[config.mk]
export PLATFORM = sky130hd
export DESIGN_NAME = ccip_mmio_responder
export DESIGN_NICKNAME = d
export VERILOG_FILES = /design/src/rtl/ccip_mmio_responder.sv
export SDC_FILE = /design/constraint.sdc
export NUM_CORES = 1
export LEC_CHECK = 0
export CAP_MARGIN = 5
export CORE_UTILIZATION = 30
export CTS_CLUSTER_DIAMETER = 100
export DETAILED_ROUTE_END_ITERATION = 16
export PLACE_DENSITY = 0.56
export REMOVE_ABC_BUFFERS = 1
export SKIP_LAST_GASP = 1
export SLEW_MARGIN = 20
export SYNTH_ARGS = -nofsm -noshare
export SYNTH_HDL_FRONTEND = slang
export SYNTH_SLANG_ARGS = --single-unit
[constraint.sdc]
create_clock -name vl_clk_LPdomain_16ui -period 9 [get_ports vl_clk_LPdomain_16ui]
set_clock_uncertainty 0.15 [all_clocks]
set_input_delay 1.8 -clock vl_clk_LPdomain_16ui [delete_from_list [all_inputs] [get_ports vl_clk_LPdomain_16ui]]
set_output_delay 1.8 -clock vl_clk_LPdomain_16ui [all_outputs]
set_load 0.01 [all_outputs]
[src/rtl/ccip_mmio_responder.sv]
// CCI-P MMIO target: decodes MMIO reads/writes against DFH, AFU ID and scratch CSRs and
// returns read responses in order through a credit-protected response FIFO.
module ccip_mmio_responder #(
  parameter logic [127:0] AFU_ID         = '0,
  parameter logic [63:0]  DFH_VALUE      = '0,
  parameter int           NUM_SCRATCH    = 4,
  parameter int           RSP_FIFO_DEPTH = 8
) (
  input  logic        vl_clk_LPdomain_16ui,
  input  logic        ffs_LP16ui_afu_SoftReset_n,
  input  logic        rx_mmio_rd_valid,
  input  logic        rx_mmio_wr_valid,
  input  logic [15:0] rx_mmio_addr,
  input  logic [1:0]  rx_mmio_len,
  input  logic [8:0]  rx_mmio_tid,
  input  logic [63:0] rx_mmio_wrdata,
  input  logic        tx_rsp_ready,
  output logic        tx_rsp_valid,
  output logic [8:0]  tx_rsp_tid,
  output logic [63:0] tx_rsp_data,
  output logic        afu_error
);

  localparam int          PTR_W        = $clog2(RSP_FIFO_DEPTH);
  localparam logic [14:0] SCRATCH_BASE = 15'd5;  // byte 0x028 / 8

  typedef struct packed {
    logic [8:0]  tid;
    logic [63:0] data;
  } rsp_t;

  logic clk;
  logic rst_n;
  assign clk   = vl_clk_LPdomain_16ui;
  assign rst_n = ffs_LP16ui_afu_SoftReset_n;

  logic [63:0]      scratch [NUM_SCRATCH];
  logic             s1_valid;
  logic [8:0]       s1_tid;
  logic [15:0]      s1_addr;
  logic             s1_len8;
  rsp_t             fifo_mem [RSP_FIFO_DEPTH];
  logic [PTR_W-1:0] wr_ptr;
  logic [PTR_W-1:0] rd_ptr;
  logic [PTR_W:0]   count;
  rsp_t             last_rsp;
  rsp_t             head;

  logic        len_bad;
  logic        misaligned;
  logic        fmt_err;
  logic        wr_ok;
  logic        rd_ok;
  logic        credit_ok;
  logic        rd_accept;
  logic        err_set;
  logic        push;
  logic        pop;
  logic [63:0] rd_reg;
  logic [63:0] rd_data;

  assign push = s1_valid;
  assign pop  = tx_rsp_valid;
  assign head = fifo_mem[rd_ptr];

  // Reset gates the output so a queued response is never sent in the reset cycle.
  assign tx_rsp_valid = rst_n && tx_rsp_ready && (count != '0);
  assign tx_rsp_tid   = tx_rsp_valid ? head.tid  : last_rsp.tid;
  assign tx_rsp_data  = tx_rsp_valid ? head.data : last_rsp.data;

  // NOTE: every signal written in always_comb gets a default first so no latch is inferred.
  always_comb begin
    len_bad    = rx_mmio_len[1];
    misaligned = (rx_mmio_len == 2'd1) && rx_mmio_addr[0];
    fmt_err    = (rx_mmio_rd_valid || rx_mmio_wr_valid) && (len_bad || misaligned);
    wr_ok      = rx_mmio_wr_valid && !len_bad && !misaligned;
    rd_ok      = rx_mmio_rd_valid && !rx_mmio_wr_valid && !len_bad && !misaligned;
    // The read in stage1 already owns a FIFO slot; a pop this cycle frees one.
    credit_ok  = (int'(count) + int'(s1_valid) - int'(pop)) < RSP_FIFO_DEPTH;
    rd_accept  = rd_ok && credit_ok;
    err_set    = fmt_err || (rx_mmio_rd_valid && rx_mmio_wr_valid) || (rd_ok && !credit_ok);
  end

  // Stage2: CSR read mux on the registered request.
  always_comb begin
    rd_reg = '0;
    case (s1_addr[15:1])
      15'd0:   rd_reg = DFH_VALUE;
      15'd1:   rd_reg = AFU_ID[63:0];
      15'd2:   rd_reg = AFU_ID[127:64];
      default: begin
        for (int i = 0; i < NUM_SCRATCH; i++) begin
          if (s1_addr[15:1] == SCRATCH_BASE + 15'(i)) rd_reg = scratch[i];
        end
      end
    endcase
    if (s1_len8)         rd_data = rd_reg;
    else if (s1_addr[0]) rd_data = {32'h0, rd_reg[63:32]};
    else                 rd_data = {32'h0, rd_reg[31:0]};
  end

  // NOTE: sequential state uses non-blocking assignments so every flop samples pre-edge values.
  always_ff @(posedge clk) begin
    if (!rst_n) begin
      s1_valid  <= 1'b0;
      s1_tid    <= '0;
      s1_addr   <= '0;
      s1_len8   <= 1'b0;
      wr_ptr    <= '0;
      rd_ptr    <= '0;
      count     <= '0;
      last_rsp  <= '0;
      afu_error <= 1'b0;
      for (int i = 0; i < NUM_SCRATCH; i++) scratch[i] <= '0;
    end else begin
      s1_valid <= rd_accept;
      if (rd_accept) begin
        s1_tid  <= rx_mmio_tid;
        s1_addr <= rx_mmio_addr;
        s1_len8 <= rx_mmio_len[0];
      end

      for (int i = 0; i < NUM_SCRATCH; i++) begin
        if (wr_ok && rx_mmio_addr[15:1] == SCRATCH_BASE + 15'(i)) begin
          if (rx_mmio_len[0])       scratch[i]        <= rx_mmio_wrdata;
          else if (rx_mmio_addr[0]) scratch[i][63:32] <= rx_mmio_wrdata[31:0];
          else                      scratch[i][31:0]  <= rx_mmio_wrdata[31:0];
        end
      end

      if (push) wr_ptr <= wr_ptr + 1'b1;
      if (pop) begin
        rd_ptr   <= rd_ptr + 1'b1;
        last_rsp <= head;
      end
      case ({push, pop})
        2'b10:   count <= count + 1'b1;
        2'b01:   count <= count - 1'b1;
        default: count <= count;
      endcase

      if (err_set) afu_error <= 1'b1;
    end
  end

  // NOTE: FIFO storage is not reset; entries are only visible through count, which is.
  always_ff @(posedge clk) begin
    if (push) fifo_mem[wr_ptr] <= '{tid: s1_tid, data: rd_data};
  end

endmodule

==> impl_metrics.json <==
{
  "die_h_um": 365,
  "synth-main-ff-cell": "edfxtp_1",
  "synthXorXnorAreaFrac_pct": 0.177,
  "numPortBuffers": 170,
  "rsz0062_at_grt": "no",
  "grt_antenna_before_repair": 36,
  "yosys_warnings": 0,
  "start_util_pct": 30.4,
  "htree_levels": 3,
  "place_area_um2": 43300,
  "hpwlAfterDp_um": 62200,
  "ant_nets": 0,
  "layout.nets": 2865,
  "whs_ns": 0.305,
  "grt_pass1_vias": 22193,
  "clkLatencyLatePin_ns": 0.71,
  "cts_buffers": 107,
  "synth_cell_types": 59,
  "cts_hold_buf": 0,
  "grt_usage_pct": 16.4,
  "synthSimpleGateAreaFrac_pct": 9.27,
  "place.gp.congestion": 0.776,
  "grt_max_degree": 121,
  "core_area_um2": 130000,
  "cts_setup_buffers": 0,
  "tightest_slew_ns": 1.12,
  "dieWidth_um": 365,
  "cp.required_ns": 7.05,
  "drive_gt1_share_pct": 14.8,
  "ir_drop_uv": 167,
  "maxCapViolCount": 0,
  "outcome": "complete, no violations",
  "area_growth_pct": 18.7,
  "slew_headroom_pct": 24.7,
  "grt_pass1_wl_um": 158000,
  "setup_viol_count_final": 0,
  "cts_root_buf": "clkbuf_16",
  "cp-end-kind": "output pin",
  "finalCriticalPeriod_ns": 6.32,
  "yosysSeqAreaShare_pct": 69.6,
  "final_util_pct": 36.1,
  "syn_area_um2": 39500,
  "power_mw": 10.0,
  "clockBufferDepth": 3,
  "finalHoldViolCount": 0,
  "synth_area_per_cell_um2": 15.1,
  "cts_tree": "done",
  "design.die.area_um2": 133000,
  "mostFrequentLayoutCell": "edfxtp_1",
  "routed_wl_um": 109000,
  "via_per_inst": 4.97,
  "drc": 0,
  "min_path_type": "register to register",
  "yosys_register_bits": 954,
  "synth_top_family_by_area": "multiplexers",
  "drt_iter0_drc": 1795,
  "min_period_over_period_pct": 70.3,
  "fmax_mhz": 158,
  "cp-start-kind": "input pin",
  "cp.arrival_ns": 4.37,
  "first_pass_iters": 5,
  "muxShareOfSynthArea_pct": 10.9,
  "crit_fanout": 56,
  "cts.repair.resized": 0,
  "drv_slew": 0,
  "syn_inst": 2617,
  "clkTransAtPathRegs_ns": 0.06,
  "row_count": 132,
  "synthArstFlopShare_pct": 0,
  "synth_fa_ha_area_share_pct": 0.335,
  "synth_compound_area_share_pct": 7.50,
  "ioPinCount": 171,
  "wire_per_inst_um": 23.8,
  "overflow": 0,
  "cts.sinks": 954,
  "num_vias": 22846,
  "tns_ns": 0,
  "critPathKind": "input pin to output pin",
  "num-fill-cells": 12434,
  "fin_area_um2": 46900,
  "leakagePower_nw": 14.6,
  "final_cell_mix": "edfxtp_1, and2_1, a21oi_1, nand2_1, clkdlybuf4s50_1",
  "powerDensity_nw_per_um2": 213,
  "synth_edf_count": 840
}
-- worst max-delay path, cell delays in order --
cell and delay, ns:
clkdlybuf4s50_1 0.50, and2_1 0.17, and2_4 0.38, buf_4 0.60
nor2_1 0.09, a21oi_1 0.17, clkdlybuf4s50_1 0.56
-- flip-flops by register name (all words and copies together), names as in the netlist, named ones only --
register,cells
s1_addr,16
count,4
wr_ptr,3
afu_error,1
last_rsp,73
s1_len8,1
s1_tid,9
rd_ptr,3
push,1
scratch,256
fifo_mem,584
-- cell type report --
class,instances,area (um^2),area share [%]
clock buffer,126,2810,5.99
timing repair buffer,231,2190,4.66
clock inverter,73,781,1.66
tap,1742,2180,4.65
multi-input combinational,1455,11400,24.2
inverter,10,37.5,0.0800
antenna,9,22.5,0.0480
sequential,954,27500,58.7
-- through the flow --
stage / instances / worst slack, ns
finish: 4600 / 2.68
global route: 4591 / 2.42
CTS: 4591 / 2.62
detailed placement: 4392 / 2.62
global placement: 4392 / 2.65
floorplan: 2419 / -0.0337
-- path summary, 6_finish.rpt --
path | from | endpoint | slack [ns] | cells after the start
hold / removal | s1_addr[14]$_SDFFE_PN0P_ | s1_addr[14]$_SDFFE_PN0P_ | 0.30 | 2
hold reg to reg | s1_addr[14]$_SDFFE_PN0P_ | s1_addr[14]$_SDFFE_PN0P_ | 0.30 | 2
setup / recovery | tx_rsp_ready | tx_rsp_data[37] | 2.68 | 7
setup reg to reg | s1_addr[2]$_SDFFE_PN0P_ | fifo_mem[0][26]$_DFFE_PP_ | 4.93 | 7
-- per-layer routing --
metal / wire length [um] / global-route usage (%)
met2: 49100 / 25.0
met1: 47700 / 22.6
met5: 274 / 0
met4: 2930 / 4.50
met3: 9440 / 4.62
-- cell usage after synthesis (2+ instances only) --
library cell / number / area [um^2]
nand3_1: 4 / 20.0
nor3_2: 2 / 20.0
a31oi_1: 29 / 181
buf_6: 3 / 33.8
and4_1: 2 / 17.5
o21ai_0: 129 / 646
a221o_1: 17 / 170
and3b_1: 3 / 26.3
nor4_1: 5 / 31.3
a21boi_0: 3 / 22.5
clkbuf_2: 6 / 30.0
dfxtp_1: 114 / 2280
o211ai_1: 2 / 15.0
xor2_1: 3 / 26.3
mux2i_1: 101 / 1010
edfxtp_1: 840 / 25200
nand4b_1: 18 / 158
a221oi_1: 14 / 123
buf_2: 43 / 215
o221ai_1: 29 / 254
mux4_2: 146 / 3290
buf_4: 8 / 60.1
nand2_1: 179 / 672
xnor2_1: 5 / 43.8
ha_1: 9 / 113
a22o_1: 32 / 280
nand2b_1: 9 / 56.3
o21ai_1: 8 / 40.0
nor3_1: 18 / 90.1
a21o_1: 4 / 30.0
nor2_1: 133 / 499
buf_1: 15 / 56.3
inv_1: 9 / 33.8
nor4bb_1: 2 / 20.0
o31ai_1: 16 / 120
and2_1: 271 / 1700
nor2b_1: 34 / 213
a21oi_1: 208 / 1040
clkbuf_1: 123 / 462
and3_1: 2 / 12.5
-- where the power goes --
group	total [mW]	internal (mW)	leakage [nW]	switching [mW]
Combinational	0.647	0.282	4.10	0.365
Sequential	4.93	4.88	8.76	0.0506
Clock	4.42	2.59	1.75	1.83
Total	10.0	7.75	14.6	2.25
-- logic make-up after synthesis --
logic type | Yosys count
simple gates | 694
flops | 954
mux | 247
xor+xnor | 8
buf+inv | 208
compound gates | 496
fa+ha+maj | 10
Power figures use the tool's default switching activity.
